==> src/rtl/uart_rx_fifo.sv <==
// -----------------------------------------------------------------------------
// uart_rx_fifo
//   UART receiver with a configurable frame format, parity and framing checks,
//   break detection, and a small first-word-fall-through output FIFO with a
//   valid/ready handshake. Each bit is decided by a 3-sample majority vote
//   around mid-bit.
//
// Ports
//   i_Clock       system clock
//   i_Reset       asynchronous, active-high reset
//   i_RX_Serial   asynchronous serial line, idle high
//   o_RX_Valid    FIFO head is valid
//   i_RX_Ready    consumer takes the head when o_RX_Valid && i_RX_Ready
//   o_RX_Data     FIFO head data, LSB = first received bit
//   o_Parity_Err  FIFO head parity error flag
//   o_Frame_Err   FIFO head framing error flag
//   o_Overrun     1-cycle pulse, a frame was dropped because the FIFO was full
//   o_Break       1-cycle pulse, break condition detected
//   o_Busy        receiver is not idle
// -----------------------------------------------------------------------------
module uart_rx_fifo #(
  parameter int CLKS_PER_BIT = 217,
  parameter int DATA_BITS    = 8,
  parameter int PARITY       = 0,
  parameter int STOP_BITS    = 1,
  parameter int FIFO_DEPTH   = 4
) (
  input  logic                 i_Clock,
  input  logic                 i_Reset,
  input  logic                 i_RX_Serial,
  output logic                 o_RX_Valid,
  input  logic                 i_RX_Ready,
  output logic [DATA_BITS-1:0] o_RX_Data,
  output logic                 o_Parity_Err,
  output logic                 o_Frame_Err,
  output logic                 o_Overrun,
  output logic                 o_Break,
  output logic                 o_Busy
);

  localparam logic [15:0] MID       = 16'((CLKS_PER_BIT - 1) / 2);
  localparam logic [15:0] LAST_CNT  = 16'(CLKS_PER_BIT - 1);
  localparam logic [3:0]  LAST_BIT  = 4'(DATA_BITS - 1);
  localparam logic        LAST_STOP = 1'(STOP_BITS - 1);
  localparam int          PTR_W     = $clog2(FIFO_DEPTH);
  localparam int          CNT_W     = $clog2(FIFO_DEPTH + 1);
  localparam int          ENTRY_W   = DATA_BITS + 2;

  typedef enum logic [2:0] {
    S_IDLE, S_START, S_DATA, S_PARITY, S_STOP, S_WAIT_HIGH
  } state_t;

  // ---------------------------------------------------------------- receiver
  logic                 rx_meta_reg, rx_sync_reg, rx;
  state_t               state_reg, state_next;
  logic [15:0]          cnt_reg, cnt_next;
  logic [1:0]           samp_reg, samp_next;
  logic [3:0]           bit_idx_reg, bit_idx_next;
  logic [DATA_BITS-1:0] shift_reg, shift_next;
  logic                 par_bit_reg, par_bit_next;
  logic                 stop_idx_reg, stop_idx_next;
  logic                 frame_err_reg, frame_err_next;
  logic                 stop0_low_reg, stop0_low_next;
  logic                 vote, at_vote, data_xor, par_err;
  logic                 commit_ferr, commit_first_low, is_break;
  logic                 push, brk_det;
  logic [ENTRY_W-1:0]   push_entry;

  assign rx      = rx_sync_reg;
  assign at_vote = (cnt_reg == MID + 16'd1);
  // Two samples were stored at MID-1 and MID; the live line is the third.
  assign vote    = (samp_reg[0] & samp_reg[1]) | (samp_reg[0] & rx) | (samp_reg[1] & rx);

  assign data_xor = (^shift_reg) ^ par_bit_reg;
  assign par_err  = (PARITY == 1) ? ~data_xor : ((PARITY == 2) ? data_xor : 1'b0);
  // Only meaningful on the vote cycle of a stop bit.
  assign commit_ferr      = frame_err_reg | ~vote;
  assign commit_first_low = (stop_idx_reg == 1'b0) ? ~vote : stop0_low_reg;
  assign is_break         = (shift_reg == '0) && ((PARITY == 0) || !par_bit_reg) && commit_first_low;
  assign push_entry       = {par_err, commit_ferr, shift_reg};

  always_ff @(posedge i_Clock or posedge i_Reset) begin
    if (i_Reset) begin
      rx_meta_reg   <= 1'b1;
      rx_sync_reg   <= 1'b1;
      state_reg     <= S_IDLE;
      cnt_reg       <= '0;
      samp_reg      <= '0;
      bit_idx_reg   <= '0;
      shift_reg     <= '0;
      par_bit_reg   <= 1'b0;
      stop_idx_reg  <= 1'b0;
      frame_err_reg <= 1'b0;
      stop0_low_reg <= 1'b0;
    end else begin
      rx_meta_reg   <= i_RX_Serial;
      rx_sync_reg   <= rx_meta_reg;
      state_reg     <= state_next;
      cnt_reg       <= cnt_next;
      samp_reg      <= samp_next;
      bit_idx_reg   <= bit_idx_next;
      shift_reg     <= shift_next;
      par_bit_reg   <= par_bit_next;
      stop_idx_reg  <= stop_idx_next;
      frame_err_reg <= frame_err_next;
      stop0_low_reg <= stop0_low_next;
    end
  end

  always_comb begin
    state_next     = state_reg;
    cnt_next       = (cnt_reg == LAST_CNT) ? 16'd0 : cnt_reg + 16'd1;
    samp_next      = samp_reg;
    bit_idx_next   = bit_idx_reg;
    shift_next     = shift_reg;
    par_bit_next   = par_bit_reg;
    stop_idx_next  = stop_idx_reg;
    frame_err_next = frame_err_reg;
    stop0_low_next = stop0_low_reg;
    push           = 1'b0;
    brk_det        = 1'b0;

    if (cnt_reg == MID - 16'd1) samp_next[0] = rx;
    if (cnt_reg == MID)         samp_next[1] = rx;

    case (state_reg)
      S_IDLE: begin
        cnt_next = 16'd0;
        if (!rx) begin
          // The cycle the low level is first seen is count 0 of the start bit.
          state_next     = S_START;
          cnt_next       = 16'd1;
          bit_idx_next   = '0;
          par_bit_next   = 1'b0;
          stop_idx_next  = 1'b0;
          frame_err_next = 1'b0;
          stop0_low_next = 1'b0;
        end
      end
      S_START: begin
        if (at_vote) state_next = vote ? S_IDLE : S_DATA;
      end
      S_DATA: begin
        if (at_vote) begin
          shift_next   = {vote, shift_reg[DATA_BITS-1:1]};
          bit_idx_next = bit_idx_reg + 4'd1;
          if (bit_idx_reg == LAST_BIT) state_next = (PARITY != 0) ? S_PARITY : S_STOP;
        end
      end
      S_PARITY: begin
        if (at_vote) begin
          par_bit_next = vote;
          state_next   = S_STOP;
        end
      end
      S_STOP: begin
        if (at_vote) begin
          if (stop_idx_reg == LAST_STOP) begin
            // Commit at mid-stop so back-to-back frames are never missed.
            if (is_break) begin
              brk_det    = 1'b1;
              state_next = S_WAIT_HIGH;
            end else begin
              push       = 1'b1;
              state_next = commit_ferr ? S_WAIT_HIGH : S_IDLE;
            end
          end else begin
            frame_err_next = commit_ferr;
            stop0_low_next = commit_first_low;
            stop_idx_next  = stop_idx_reg + 1'b1;
          end
        end
      end
      S_WAIT_HIGH: begin
        cnt_next = 16'd0;
        if (rx) state_next = S_IDLE;
      end
      default: state_next = S_IDLE;
    endcase
  end

  // -------------------------------------------------------------------- FIFO
  logic [PTR_W-1:0]   wr_ptr_reg, rd_ptr_reg;
  logic [CNT_W-1:0]   count_reg, count_next;
  logic               pop, push_ok;
  logic               overrun_reg, break_reg;
  logic [ENTRY_W-1:0] mem_rd [FIFO_DEPTH];
  logic [ENTRY_W-1:0] head;

  // A full FIFO still accepts a push when the head leaves on the same edge.
  assign pop     = (count_reg != '0) && i_RX_Ready;
  assign push_ok = push && ((count_reg != CNT_W'(FIFO_DEPTH)) || pop);

  always_comb begin
    count_next = count_reg;
    if (push_ok && !pop)      count_next = count_reg + CNT_W'(1);
    else if (!push_ok && pop) count_next = count_reg - CNT_W'(1);
  end

  generate
    for (genvar gi = 0; gi < FIFO_DEPTH; gi++) begin : g_slot
      logic [ENTRY_W-1:0] slot_reg;
      always_ff @(posedge i_Clock or posedge i_Reset) begin
        if (i_Reset)                                          slot_reg <= '0;
        else if (push_ok && (wr_ptr_reg == PTR_W'(gi)))       slot_reg <= push_entry;
      end
      assign mem_rd[gi] = slot_reg;
    end
  endgenerate

  always_ff @(posedge i_Clock or posedge i_Reset) begin
    if (i_Reset) begin
      wr_ptr_reg  <= '0;
      rd_ptr_reg  <= '0;
      count_reg   <= '0;
      overrun_reg <= 1'b0;
      break_reg   <= 1'b0;
    end else begin
      if (push_ok) wr_ptr_reg <= wr_ptr_reg + PTR_W'(1);
      if (pop)     rd_ptr_reg <= rd_ptr_reg + PTR_W'(1);
      count_reg   <= count_next;
      overrun_reg <= push && !push_ok;
      break_reg   <= brk_det;
    end
  end

  assign head         = mem_rd[rd_ptr_reg];
  assign o_RX_Valid   = (count_reg != '0);
  assign o_RX_Data    = head[DATA_BITS-1:0];
  assign o_Frame_Err  = head[DATA_BITS];
  assign o_Parity_Err = head[DATA_BITS+1];
  assign o_Overrun    = overrun_reg;
  assign o_Break      = break_reg;
  assign o_Busy       = (state_reg != S_IDLE);

endmodule

==> config.mk <==
export PLATFORM = sky130hd
export DESIGN_NAME = uart_rx_fifo
export DESIGN_NICKNAME = d
export VERILOG_FILES = /design/src/rtl/uart_rx_fifo.sv
export SDC_FILE = /design/constraint.sdc
export NUM_CORES = 1
export LEC_CHECK = 0
export BUFFER_PORTS_ARGS = -buffer_cell sky130_fd_sc_hd__buf_2
export CAP_MARGIN = 10
export CORE_ASPECT_RATIO = 2
export CORE_MARGIN = 4
export CORE_UTILIZATION = 30
export DETAILED_ROUTE_END_ITERATION = 12
export HOLD_SLACK_MARGIN = 0.12
export PLACE_DENSITY = 0.45
export REMOVE_ABC_BUFFERS = 1
export SETUP_SLACK_MARGIN = 0.5
export SYNTH_ARGS = -nofsm -noshare
export SYNTH_HDL_FRONTEND = slang
export SYNTH_SLANG_ARGS = --single-unit
==> constraint.sdc <==
create_clock -name i_Clock -period 3.2 [get_ports i_Clock]
set_input_delay 0.48 -clock i_Clock [delete_from_list [all_inputs] [get_ports i_Clock]]
set_output_delay 0.48 -clock i_Clock [all_outputs]
set_load 0.02 [all_outputs]
# --- After elaboration in Yosys (flattened, before gate mapping) ---
# Index checks and enable logic that the tools add are counted.
word_totals:
  regBits: 83
  output_inout_bits: 14
op_classes:
  n_addsub: 7
  magnitude_cmp: 1
  eq_ne: 23
  muxes: 42
  bitwise: 8
  reduce_logical: 26
ops:
  columns: ["operator", "count"]
  rows:
  - ["16-bit by 7-bit equality test with 1-bit output, second input constant", 3]
  - ["3-bit two-way mux", 12]
  - ["16-bit one-hot mux with 2 select lines", 1]
  - ["10-bit binary-select mux with 2-bit select", 1]
  - ["10-bit two-way mux", 2]
  - ["2-bit inequality test, second input constant", 9]
  - ["3-bit one-hot mux with 6 select lines", 1]
  - ["1-bit two-way mux", 17]
  - ["16-bit by 1-bit adder with 16-bit output, second input constant", 1]
  - ["16-bit by 8-bit equality test with 1-bit output, second input constant", 1]
  - ["16-bit two-way mux", 1]
  - ["1-bit logical AND", 10]
  - ["8-bit zero test", 1]
  - ["4-bit two-way mux", 2]
  - ["4-bit one-hot mux with 2 select lines", 1]
  - ["8-bit AND reduction", 1]
  - ["3-bit by 2-bit equality test with 1-bit output, second input constant", 2]
  - ["3-bit equality test, second input constant", 2]
  - ["1-bit one-hot mux with 2 select lines", 3]
  - ["3-bit AND reduction", 2]
  - ["2-bit nonzero test", 3]
  - ["3-bit nonzero test", 2]
  - ["2-bit by 1-bit adder with 2-bit output, second input constant", 2]
  - ["4-bit by 1-bit adder with 4-bit output, second input constant", 1]
  - ["other kinds (20)", 26]

# --- Longest topological paths before layout ---
logic_depth:
  word_depth: 15
  mapped_depth: 13
  mapped_depth_nobuf: 12

# --- Least setup slack after synthesis ---
# No wires, ideal clock.
synth_path:
  path_kind: "reg2reg"
  startpoint: "register cnt_reg[9]"
  endpoint: "register count_reg[2]"
  t_arrival_ps: 2437
  slack_ps: 684
  path_stages_with_launch: 12
  path_cell_list: "dfrtp_1 nor4_4 and4_2 clkbuf_1 nand2_1 nor3b_1 ha_1 inv_1 fa_1 xor2_1 nor2_1 xor2_1"
synth_between:
  elab_chain_cells: 7
synth_lines:
  columns: ["item", "line", "rtl"]
  rows:
  - ["start, declared", "56", "logic [15:0] cnt_reg, cnt_next;"]
  - ["start signal, assigned", "99", "cnt_reg <= cnt_next;"]
  - ["16-bit by 7-bit equality test with 1-bit output (*)", "70", "assign at_vote = (cnt_reg == MID + 16'd1);"]
  - ["1-bit two-way mux (*)", "157", "if (at_vote) begin"]
  - ["1-bit two-way mux (*)", "126", "case (state_reg)"]
  - ["1-bit logical AND (*)", "192", "assign push_ok = push && ((count_reg != CNT_W'(FIFO_DEPTH)) || pop);"]
  - ["via push_ok", "185", "logic pop, push_ok;"]
  - ["1-bit zero test", "197", "else if (!push_ok && pop) count_next = count_reg - CNT_W'(1);"]
  - ["1-bit logical AND", "197", null]
  - ["2-bit nonzero test (no line)", null, null]
  - ["end signal, assigned", "221", "count_reg <= count_next;"]
  - ["end, declared", "184", "logic [CNT_W-1:0] count_reg, count_next;"]
# Mark *: on every way through the listed nets, which the timed path passes. The rest lies on a longest branch.
# A chain may end at the register's enable or synchronous reset.

# --- Final worst setup path ---
layout_path:
  startpoint: "register cnt_reg[12]"
  endpoint: "register count_reg[2]"
# The elaborated chain is that of the path after synthesis.

==> summary.md <==
The data arrival at the endpoint of the critical path is 2790 ps. The critical path goes through nor4_4 -> and4_4 -> nand2_1 -> nor3b_2 -> ha_2 -> inv_1 -> fa_1 -> xor2_1 -> nor2_1 -> xor2_1. Global routing finished with a remaining overflow of 0. The run gives 395.7 MHz as the maximum achievable frequency.

STA classifies the critical path endpoint as a flop. The kind of critical path is reg2reg. The share of async-settable or async-resettable flops after synthesis was 100.0%. The total area of multi-input combinational cells is 0.001812 sq mm. The tightest min-delay check is of the in2async type.

For the Yosys warning count, the log shows 0. Global routing consumed, on the met3 layer, 2.907% of the routing resources. Counting I/O delays and the setup requirement, the final critical path takes 2527 ps. Yosys mapped a number of flops with a built-in enable equal to 0. The final count of pins violating max slew came out at 0. Among all flip-flop cells after synthesis, the most frequent one is dfrtp_1.

The logs give 210.0 ps for the tightest hold margin and 23.51% for the met2 routing resource usage after global routing. Clock-pin slew was measured on the worst setup and hold paths at 70 ps. From bottom edge to top edge, the die measures 170.3 microns.

The logs give 9 for the number of buffers created by CTS and 59 for the number of core rows. In this run the horizontal extent of the chip is 89.17 microns. The critical path required time was 3460 ps; the clock latency of the later-clocked register in the worst-skew pair was 340 ps. The worst register-to-register path begins at cnt_reg[12]$_DFF_PP0_.

In the routed layout, each cell is associated on average with a via count of 4.927. Along the worst path, the maximum fanout reaches 4. The critical-path cell with the highest stage delay is dfrtp_2. Once the floorplan was initialized, standard cells occupied 30.42% of the core.

The number of H-tree levels was 3. Buffers inserted to repair hold after CTS numbered 0. The worst pin sits at a relative slew slack of 50.19%. The total core area is 0.01299 sq mm, and the number of flip-flops under the largest register name is 36. The count of port buffers added during placement works out to 16. The library cell with the highest instance count after synthesis was dfrtp_1. The maximum number of pins on one net before global-route repair was 40; the cell leakage power was 2.124 nW.

For this run, the total global-route usage over all layers was measured as 12.13%. The detailed router placed 2,439 vias in this run. The tools report the library cell used as clock root buffer as clkbuf_16. The most congested layer reported by global routing is met2. The tools report the initial detailed-routing violation count as 34. Ranked by instance count, the synthesized netlist is headed by dfrtp_1, mux2_2, nor2_1. TritonCTS built the clock tree. 0 antenna diodes ended up in the layout. The count of cells along the worst register-to-register path is 10, and the share of Yosys cell area claimed by the top area cell type is 50.02%. The run gives 18 as the top-level I/O count. The tools report the TritonCTS sink count as 81. Setup violations remaining at the end of the flow were counted as 0.

The count of cells in the finished layout, fillers not included, comes to 495. The fraction of layout cells with a size suffix above 1 is 34.11%. Of all cell types, the one taking the most synthesized area is dfrtp_1. In the post-synthesis netlist, the biggest area contributors are dfrtp_1, mux2_2, mux4_2. In this run the worst setup path begins at cnt_reg[12]$_DFF_PP0_. After detailed routing, the total wire length is 8369 microns. The biggest cell delay along the critical path is 450 ps, and the number of nets in the finished design is 352. The run gives 0.01519 sq mm as the die area. For the setup TNS, the log shows 0 ps. The worst path setup slack after routing was 673.1 ps; the total instance count after detailed placement was 474.

The cell that appears most often on the critical path is xor2_1. The worst setup path is launched from a flop. The first TritonRoute pass finished after 2 iterations. The average instance in the mapped netlist occupies 12.47 sq um.

From synthesis to final layout, the design area changed by 14.47%. For the pin with the worst max-slew slack, the measured transition is 747.2 ps. In this run the remaining antenna-violating nets after routing total 0. The internal reg-to-reg setup slack is 670 ps, and the average wire length per cell after detail routing is 16.91 microns. Dividing the final minimum period by the clock period gives 78.96%.

The power density of the placed cells was 515.0 mW/mm^2; the first-pass GRT wire length was 13,730 microns. The flow ran to the end, and the final reports show no timing, DRC or antenna violations. The number of antenna violations at the first check in global routing was 0; the number of hold violations in the final report was 0. The number of buffers and inverters on the critical path was 1. The clock tree buffer depth is 2, and the total half-perimeter wirelength after legalization and detailed placement is 6077 microns.

Global routing consumed, on the met1 layer, 11.78% of the routing resources. The tools report the netlist area before placement as 0.003953 sq mm. In this design, the largest share of critical-path delay is due to simple AND/OR/NAND/NOR gates. Worst vdd rail ir drop: 0.0003163 V.

In this run the critical register-to-register path is captured at count_reg[2]$_DFFE_PP0P_. The tools report the final-layout fill cell count as 1,317. The tool flagged a number of max-cap violations equal to 0. The sequential standard cell area was 0.002032 sq mm. For the number of remaining DRC errors, the log shows 0. Synthesis produced 317 cells. The setup slack after placement came out at 408.5 ps. The logs give 54 for the count of distinct cell types in the synthesized netlist and 51.35% for the sequential area share after synthesis. The worst clock skew on the final layout was 7.806 ps. The last weighted congestion value of the routability-driven placer is 0.7367.

The flip-flop and latch count after synthesis is 81. For the number of global-route vias before repair, the log shows 2,674. Setup repair after global routing left no endpoint under its margin.
worst max path at each step:
stage,end,slack [ps],cells past startpoint
after global placement,count_reg[2]$_DFFE_PP0P_,450,10
after global routing,count_reg[2]$_DFFE_PP0P_,500,10
after detailed placement,count_reg[2]$_DFFE_PP0P_,410,10
after CTS,count_reg[2]$_DFFE_PP0P_,510,10
after floorplan,bit_idx_reg[0]$_DFFE_PP0P_,640,1
final,count_reg[2]$_DFFE_PP0P_,670,10
area by class of cell:
class,instances,area share (%)
Tap cell,152,4.204
Clock buffer,10,5.282
Sequential cell,81,44.91
Inverter,12,1.023
Clock inverter,6,1.106
Timing Repair Buffer,26,3.429
Multi-Input combinational cell,208,40.04
layer usage:
metal  vias up  routed length, microns
met5         -                       0
li1       1175                       -
met3         8                     204
met2        21                    4919
met1      1235                    3092
met4         0                     152
cells in the final DEF, fill, tap and decap left out, types with 2 or more instances in the layout:
cell,Yosys,layout
a21oi_1,2,2
nand2_1,23,23
nand2b_1,2,2
mux2_2,39,39
or3_1,4,4
buf_4,1,10
clkinv_2,0,2
xnor2_1,15,15
xor2_1,4,4
nor2_1,24,24
o31ai_1,2,2
nand4_1,4,4
dfrtp_1,79,77
dfstp_2,2,2
or4b_2,2,2
mux2_4,9,9
nor4_4,2,2
a31oi_1,2,2
inv_1,12,11
nor3_1,8,7
nor4_1,3,3
mux4_2,9,9
clkinv_4,0,2
clkbuf_16,0,9
ha_1,9,8
buf_2,5,16
nand3_1,9,9
or4_1,6,6
dfrtp_2,0,2
o21ai_0,5,5
power breakdown:
part	internal (W)	switching [W]	leakage, nW
clock network	0.000556	0.000443	0.141
logic	0.000101	0.0000679	0.892
registers	0.00106	0.000103	1.09
metrics by stage:
stage,power [W],utilization (%),instance area (sq um)
6_report,0.002330,34.82,4524
2_1_floorplan,0.001286,-,3867
5_1_grt,0.002453,34.82,4524
3_3_place_gp,0.001358,32.15,4177
3_5_place_dp,0.001362,32.15,4177
4_1_cts,0.002373,34.46,4477
cells by family (layout without fill, tap and decap cells):
logic type                 count (synthesis)  count (layout)  synth area share (%)
DFF                                       81              81                 51.35
muxes                                     58              58                 19.91
and+or+nand+nor                          100             100                 14.31
other                                      1               1               0.09488
buffers and inverters                     28              54                 3.292
xor gates and xnor gates                  19              19                 4.210
AOI/OAI and AO/OA                         19              19                 3.229
adders and majority gates                 11              11                 3.609
worst register-to-register path, delay by kind of cell (launching register included):
kind	cells	cell delay [ps]
adder cells (fa/ha/maj)	2	570
XOR/XNOR	2	300
AND/OR/NAND/NOR	5	1080
buffers and inverters	1	50
flip-flops	1	450
repair_timing:
action                     4_1_cts  5_1_grt
buffers inserted                 0        5
pin swaps                        0        6
setup endpoints to repair        2        1
resized for setup                3        4
Power figures use the tool's default switching activity.
